--- src/rtl/ldpc_rec_pkg.sv ---
// Shared types and defaults for the check-node message recovery stream.
// Holds the state encoding, the default geometry and a width helper.
package ldpc_rec_pkg;

    localparam int W_DEF  = 8;
    localparam int DC_DEF = 8;
    localparam int P_DEF  = 2;

    typedef enum logic {
        IDLE = 1'b0,
        EMIT = 1'b1
    } state_t;

    // Minimum result is 1 so degenerate sizes still give a legal vector width.
    function automatic int clog2(input int v);
        int r;
        r = 0;
        while ((1 << r) < v) r++;
        if (r == 0) r = 1;
        return r;
    endfunction

endpackage

--- src/rtl/rec_lane.sv ---
// One output lane: select min1/min2 for this edge, apply the offset clamp,
// then apply the edge sign in W-bit two's complement.
module rec_lane
    import ldpc_rec_pkg::*;
#(
    parameter int W      = W_DEF,
    parameter int IW     = 3,
    parameter int OFFSET = 0
) (
    input  logic [W-2:0]  min1,
    input  logic [W-2:0]  min2,
    input  logic [IW-1:0] idx,
    input  logic [IW-1:0] edge_idx,
    input  logic          sgn,
    input  logic          esgn,
    output logic [W-1:0]  msg
);

    // Capping the offset at 2^(W-1) keeps the subtraction inside W bits,
    // so the MSB of the difference is a reliable "went below zero" flag.
    localparam int OFF_CAP = (OFFSET > (2 ** (W - 1))) ? (2 ** (W - 1)) :
                             ((OFFSET < 0) ? 0 : OFFSET);
    localparam logic [W-1:0] OFF_W = W'(OFF_CAP);

    logic [W-2:0] m;
    logic [W-1:0] diff;
    logic [W-1:0] mag;
    logic [W-1:0] inv;
    logic [W-1:0] neg;
    logic         c;

    always_comb begin
        m    = (idx == edge_idx) ? min2 : min1;
        diff = {1'b0, m} - OFF_W;
        mag  = diff[W-1] ? '0 : diff;
        inv  = ~mag;
        c    = 1'b1;
        neg  = '0;
        for (int i = 0; i < W; i++) begin
            neg[i] = inv[i] ^ c;
            c      = inv[i] & c;
        end
        msg = (sgn ^ esgn) ? neg : mag;
    end

endmodule

--- src/rtl/recover_stream.sv ---
// Expands one compressed check-node record (min1/min2/idx/signs) into DC
// edge messages, streamed P lanes per beat with valid/ready on both sides.
//
// state | meaning
// IDLE  | no record held, in_ready=1, out_valid=0
// EMIT  | record held, beat cnt presented on out_msg
module recover_stream
    import ldpc_rec_pkg::*;
#(
    parameter int W      = W_DEF,
    parameter int DC     = DC_DEF,
    parameter int P      = P_DEF,
    parameter int OFFSET = 0
) (
    input  logic                 clk,
    input  logic                 rst_n,
    input  logic                 in_valid,
    output logic                 in_ready,
    input  logic [W-2:0]         in_min1,
    input  logic [W-2:0]         in_min2,
    input  logic [clog2(DC)-1:0] in_idx,
    input  logic                 in_sgn,
    input  logic [DC-1:0]        in_esgn,
    output logic                 out_valid,
    input  logic                 out_ready,
    output logic [P*W-1:0]       out_msg,
    output logic                 out_last
);

    localparam int IW = clog2(DC);
    localparam int NB = DC / P;
    localparam int CW = clog2(NB);
    localparam logic [CW-1:0] LAST = CW'(NB - 1);

    if ((DC % P) != 0) begin : g_bad_geometry
        $error("recover_stream: DC must be a multiple of P");
    end

    state_t         state, state_nxt;
    logic [CW-1:0]  cnt, cnt_nxt;
    logic           load;
    logic [W-2:0]   r_min1, r_min2;
    logic [IW-1:0]  r_idx;
    logic           r_sgn;
    logic [DC-1:0]  r_esgn;

    always_ff @(posedge clk or negedge rst_n) begin
        if (!rst_n) begin
            state  <= IDLE;
            cnt    <= '0;
            r_min1 <= '0;
            r_min2 <= '0;
            r_idx  <= '0;
            r_sgn  <= 1'b0;
            r_esgn <= '0;
        end else begin
            state <= state_nxt;
            cnt   <= cnt_nxt;
            if (load) begin
                r_min1 <= in_min1;
                r_min2 <= in_min2;
                r_idx  <= in_idx;
                r_sgn  <= in_sgn;
                r_esgn <= in_esgn;
            end
        end
    end

    always_comb begin
        state_nxt = state;
        cnt_nxt   = cnt;
        load      = 1'b0;
        in_ready  = 1'b0;
        out_valid = 1'b0;
        out_last  = (state == EMIT) && (cnt == LAST);
        case (state)
            IDLE: begin
                in_ready = 1'b1;
                if (in_valid) begin
                    load      = 1'b1;
                    cnt_nxt   = '0;
                    state_nxt = EMIT;
                end
            end
            EMIT: begin
                out_valid = 1'b1;
                if (out_ready) begin
                    if (out_last) begin
                        // Accepting here chains the next record without a bubble.
                        in_ready = 1'b1;
                        cnt_nxt  = '0;
                        if (in_valid) load = 1'b1;
                        else          state_nxt = IDLE;
                    end else begin
                        cnt_nxt = cnt + 1'b1;
                    end
                end
            end
            default: state_nxt = IDLE;
        endcase
    end

    // Lanes see only registered fields; after reset all magnitudes are zero,
    // so out_msg reads zero until the first record is loaded.
    for (genvar k = 0; k < P; k++) begin : g_lane
        logic [IW-1:0] edge_k;
        assign edge_k = IW'(int'(cnt) * P + k);

        rec_lane #(
            .W      (W),
            .IW     (IW),
            .OFFSET (OFFSET)
        ) u_lane (
            .min1     (r_min1),
            .min2     (r_min2),
            .idx      (r_idx),
            .edge_idx (edge_k),
            .sgn      (r_sgn),
            .esgn     (r_esgn[edge_k]),
            .msg      (out_msg[k*W +: W])
        );
    end

endmodule

--- config.mk ---
export PLATFORM = sky130hd
export DESIGN_NAME = recover_stream
export DESIGN_NICKNAME = d
export VERILOG_FILES = /design/src/rtl/ldpc_rec_pkg.sv /design/src/rtl/rec_lane.sv /design/src/rtl/recover_stream.sv
export SDC_FILE = /design/constraint.sdc
export NUM_CORES = 1
export LEC_CHECK = 0
export ABC_AREA = 1
export BUFFER_PORTS_ARGS = -buffer_cell sky130_fd_sc_hd__buf_4
export CAP_MARGIN = 20
export CORE_MARGIN = 5
export CORE_UTILIZATION = 25
export CTS_CLUSTER_SIZE = 20
export DETAILED_ROUTE_END_ITERATION = 8
export PLACE_DENSITY = 0.48
export SYNTH_ARGS = -nofsm -noshare
export SYNTH_HDL_FRONTEND = slang
export SYNTH_HIERARCHICAL = 1
export SYNTH_SLANG_ARGS = --single-unit
--- constraint.sdc ---
create_clock -name clk -period 2.8 [get_ports clk]
set_clock_uncertainty 0.15 [all_clocks]
set_input_delay 0.28 -clock clk [delete_from_list [all_inputs] [get_ports clk]]
set_output_delay 0.28 -clock clk [all_outputs]
set_load 0.01 [all_outputs]
==> flow_summary.json <==
{
  "port-buffer-count": 48,
  "status": "complete, but fails checks",
  "synth.distinct_cells": 20,
  "timing.hold.worst.class": "primary input to flip-flop",
  "crit_path_max_fanout": 3,
  "worst_setup_timing_slack_at_the_placement_stage_ns": -0.06697,
  "via_count": 2087,
  "irDropWorstVdd_uv": 472.5,
  "finalCritPeriodShare_pct": 106.0,
  "clock_sinks": 29,
  "element_type_at_the_critical_path_start": "flip-flop",
  "maxCapViolCount": 0,
  "worst_ep_required_time_ns": 2.37,
  "htree_num_levels": 2,
  "finalNetCount": 428,
  "worst_path_max_delay_cell": "sky130_fd_sc_hd__dfrtp_2",
  "design.die.area_um2": 10770,
  "fmax_mhz": 337.0,
  "post_synth.cell_area_avg_um2": 7.161,
  "multi_input_area_um2": 1415,
  "gpl.final_weighted_congestion": 0.7700,
  "fp.coreArea_um2": 8636,
  "drt_pass1_iterations": 4,
  "numCtsBuffers": 5,
  "clock_latency_ns": 0.28,
  "design.portCount": 49,
  "detail_route.drc_violations": 0,
  "delay_of_the_slowest_cell_on_the_worst_path_ns": 0.48,
  "crit_top_cell": "sky130_fd_sc_hd__ha_4",
  "first_global_vias": 2051,
  "final.min_clock_period_ns": 2.968,
  "crit_path_end_kind": "primary output",
  "grtUsageTotal_pct": 11.27,
  "final_hold_viol_count": 0,
  "powerDensity_nw_per_um2": 1452,
  "drt_iter0_drc": 81,
  "global_route_wire_length_before_repair_um": 9887,
  "drive_gt1_share_pct": 37.92,
  "insertedDiodeCount": 0,
  "mostFrequentLayoutCell": "sky130_fd_sc_hd__nand2_1",
  "static-leakage-power_nw": 1.693,
  "final.hold.worst_slack_ns": 0.08132,
  "initial_core_util_pct": 25.46,
  "clock_tree.root_cell": "sky130_fd_sc_hd__clkbuf_8",
  "cp_top_family": "adder cells",
  "ant_nets": 0,
  "dieHeight_um": 103.8,
  "grt_overflow": 0,
  "layout_common_cells": "sky130_fd_sc_hd__nand2_1, sky130_fd_sc_hd__buf_4, sky130_fd_sc_hd__inv_1, sky130_fd_sc_hd__nand3_1",
  "fillerInstances": 942,
  "synthesized_cell_area_um2": 2198,
  "fp-row-count": 34,
  "setup_viol": 5,
  "synthesis_to_finish_area_growth_pct": 44.05,
  "largest_net_degree_at_the_start_of_global_routing": 30,
  "final_sum_of_negative_setup_slack_ns": -0.4122,
  "crit_type": "flip-flop to primary output",
  "synth_sequential_area_ratio_pct": 33.01,
  "tritoncts_clock_tree": "done",
  "via_per_inst": 4.233,
  "yosysWarnings": 6,
  "routed_wirelength_um": 5864,
  "hpwl_um": 4464,
  "ys_seq_elements": 29,
  "antenna_found_initial": 0,
  "postSynthCellCount": 307,
  "report.final.slew_viol_count": 0,
  "seqCellArea_um2": 728.2,
  "violations": "negative setup slack",
  "crit_path_cell_trace": "xnor2_4, nand3_4, buf_6, buf_6, nand2_4, nand2_4, ha_4, ha_4, ha_4, ha_4, ha_4, nand2_2, nand2_2, buf_6",
  "grt_setup_unrepaired": "yes",
  "cp_num_buf_inv": 3,
  "chipWidth_um": 103.8,
  "drt-wirelength-per-cell_um": 11.89,
  "layout_setup_ws_ns": -0.1676,
  "timing.critical_path.arrival_ns": 2.54,
  "clock_path_buffers": 2,
  "path_clk_slew_ns": 0.06
}
==> state kept, by name, indices dropped and copies added, names as in the netlist <==
signal / count
r_min1: 7
state: 1
r_esgn: 8
r_idx: 3
r_sgn: 1
cnt: 2
r_min2: 7
==> final cells by class <==
type,count,area share (%)
Inverter,51,6.045
Multi-Input combinational cell,221,44.69
Tap cell,108,4.267
Timing Repair Buffer,77,19.28
Sequential cell,29,22.99
Clock buffer,7,2.726
==> routing by layer <==
metal,track usage (%),share of wire [%],up-vias
met5,0,0,-
met4,2.775,1.4,0
met3,2.985,4.1,8
met2,18.94,49,35
met1,14.34,45,940
li1,-,-,1104
==> where the power goes <==
part / internal [W] / switching [W]
Sequential: 0.000612 / 0.000196
Combinational: 0.00171 / 0.00174
Clock: 0.000195 / 0.000149
Total: 0.00251 / 0.00208
==> synthesized netlist by cell type <==
cell	instances	share of area [%]
sky130_fd_sc_hd__buf_12	1	0.91
sky130_fd_sc_hd__buf_2	1	0.23
sky130_fd_sc_hd__buf_4	2	0.68
sky130_fd_sc_hd__buf_6	3	1.5
sky130_fd_sc_hd__buf_8	1	0.68
sky130_fd_sc_hd__conb_1	2	0.34
sky130_fd_sc_hd__dfrtp_1	29	33
sky130_fd_sc_hd__ha_1	13	7.4
sky130_fd_sc_hd__inv_1	51	8.7
sky130_fd_sc_hd__nand2_1	121	21
sky130_fd_sc_hd__nand2_2	14	4.0
sky130_fd_sc_hd__nand3_1	35	8.0
sky130_fd_sc_hd__nand3_2	8	3.6
sky130_fd_sc_hd__nand3_4	2	1.6
sky130_fd_sc_hd__nand4_1	12	3.4
sky130_fd_sc_hd__nor2_1	2	0.34
sky130_fd_sc_hd__o21ai_0	2	0.46
sky130_fd_sc_hd__o21ai_2	2	0.80
sky130_fd_sc_hd__or2_2	4	1.1
sky130_fd_sc_hd__xnor2_4	2	2.5
==> worst min-delay path: cells and delay by family <==
family | cells | cell delay [ns]
and+or+nand+nor | 2 | 0.12
buffers and inverters | 1 | 0.08
==> what timing repair did <==
| action | 4_1_cts | 5_1_grt |
|---|---|---|
| pin swaps | 20 | 11 |
| hold buffers | 1 | 0 |
| gates resized for setup | 44 | 9 |
| setup endpoints to repair | 8 | 10 |
| setup buffers | 7 | 1 |
| hold endpoints to repair | 29 | 0 |
==> final timing paths <==
path / startpoint / endpoint / slack [ns] / cells after the start
worst max-delay path: r_idx[2]$_DFFE_PN0P_ / out_msg[6] / -0.17 / 14
worst min-delay path: in_esgn[0] / r_esgn[0]$_DFFE_PN0P_ / 0.08 / 3
worst max register to register: cnt[1]$_DFFE_PN0P_ / r_min1[5]$_DFFE_PN0P_ / 0.63 / 8
worst min register to register: r_esgn[0]$_DFFE_PN0P_ / r_esgn[0]$_DFFE_PN0P_ / 0.31 / 2
max in group asynchronous: rst_n / r_idx[2]$_DFFE_PN0P_ / 1.88 / 2
min in group asynchronous: rst_n / r_esgn[3]$_DFFE_PN0P_ / 0.31 / 2
==> per-stage QoR <==
step	total power, W	area (µm²)	cells	util [%]
after detailed placement	0.003590	2764	477	32.01
final	0.004599	3167	493	36.67
after global placement	0.003561	2764	477	32.01
after CTS	0.004504	3128	492	36.22
after floorplan	0.002420	2207	309	-
after global routing	0.005110	3167	493	36.67
==> kinds of logic (layout without fill, tap and decap cells) <==
logic type               count (synthesis)  after routing  synth area share, %
AND/OR/NAND/NOR                        198            198                42.74
flip-flops                              29             29                33.01
XOR/XNOR                                 2              2                2.504
adder cells (fa/ha/maj)                 13             13                7.399
AO/OA/AOI/OAI                            4              4                1.252
other                                    2              4               0.3416
buffers and inverters                   59            135                12.75
(Power assumes the default switching activity.)
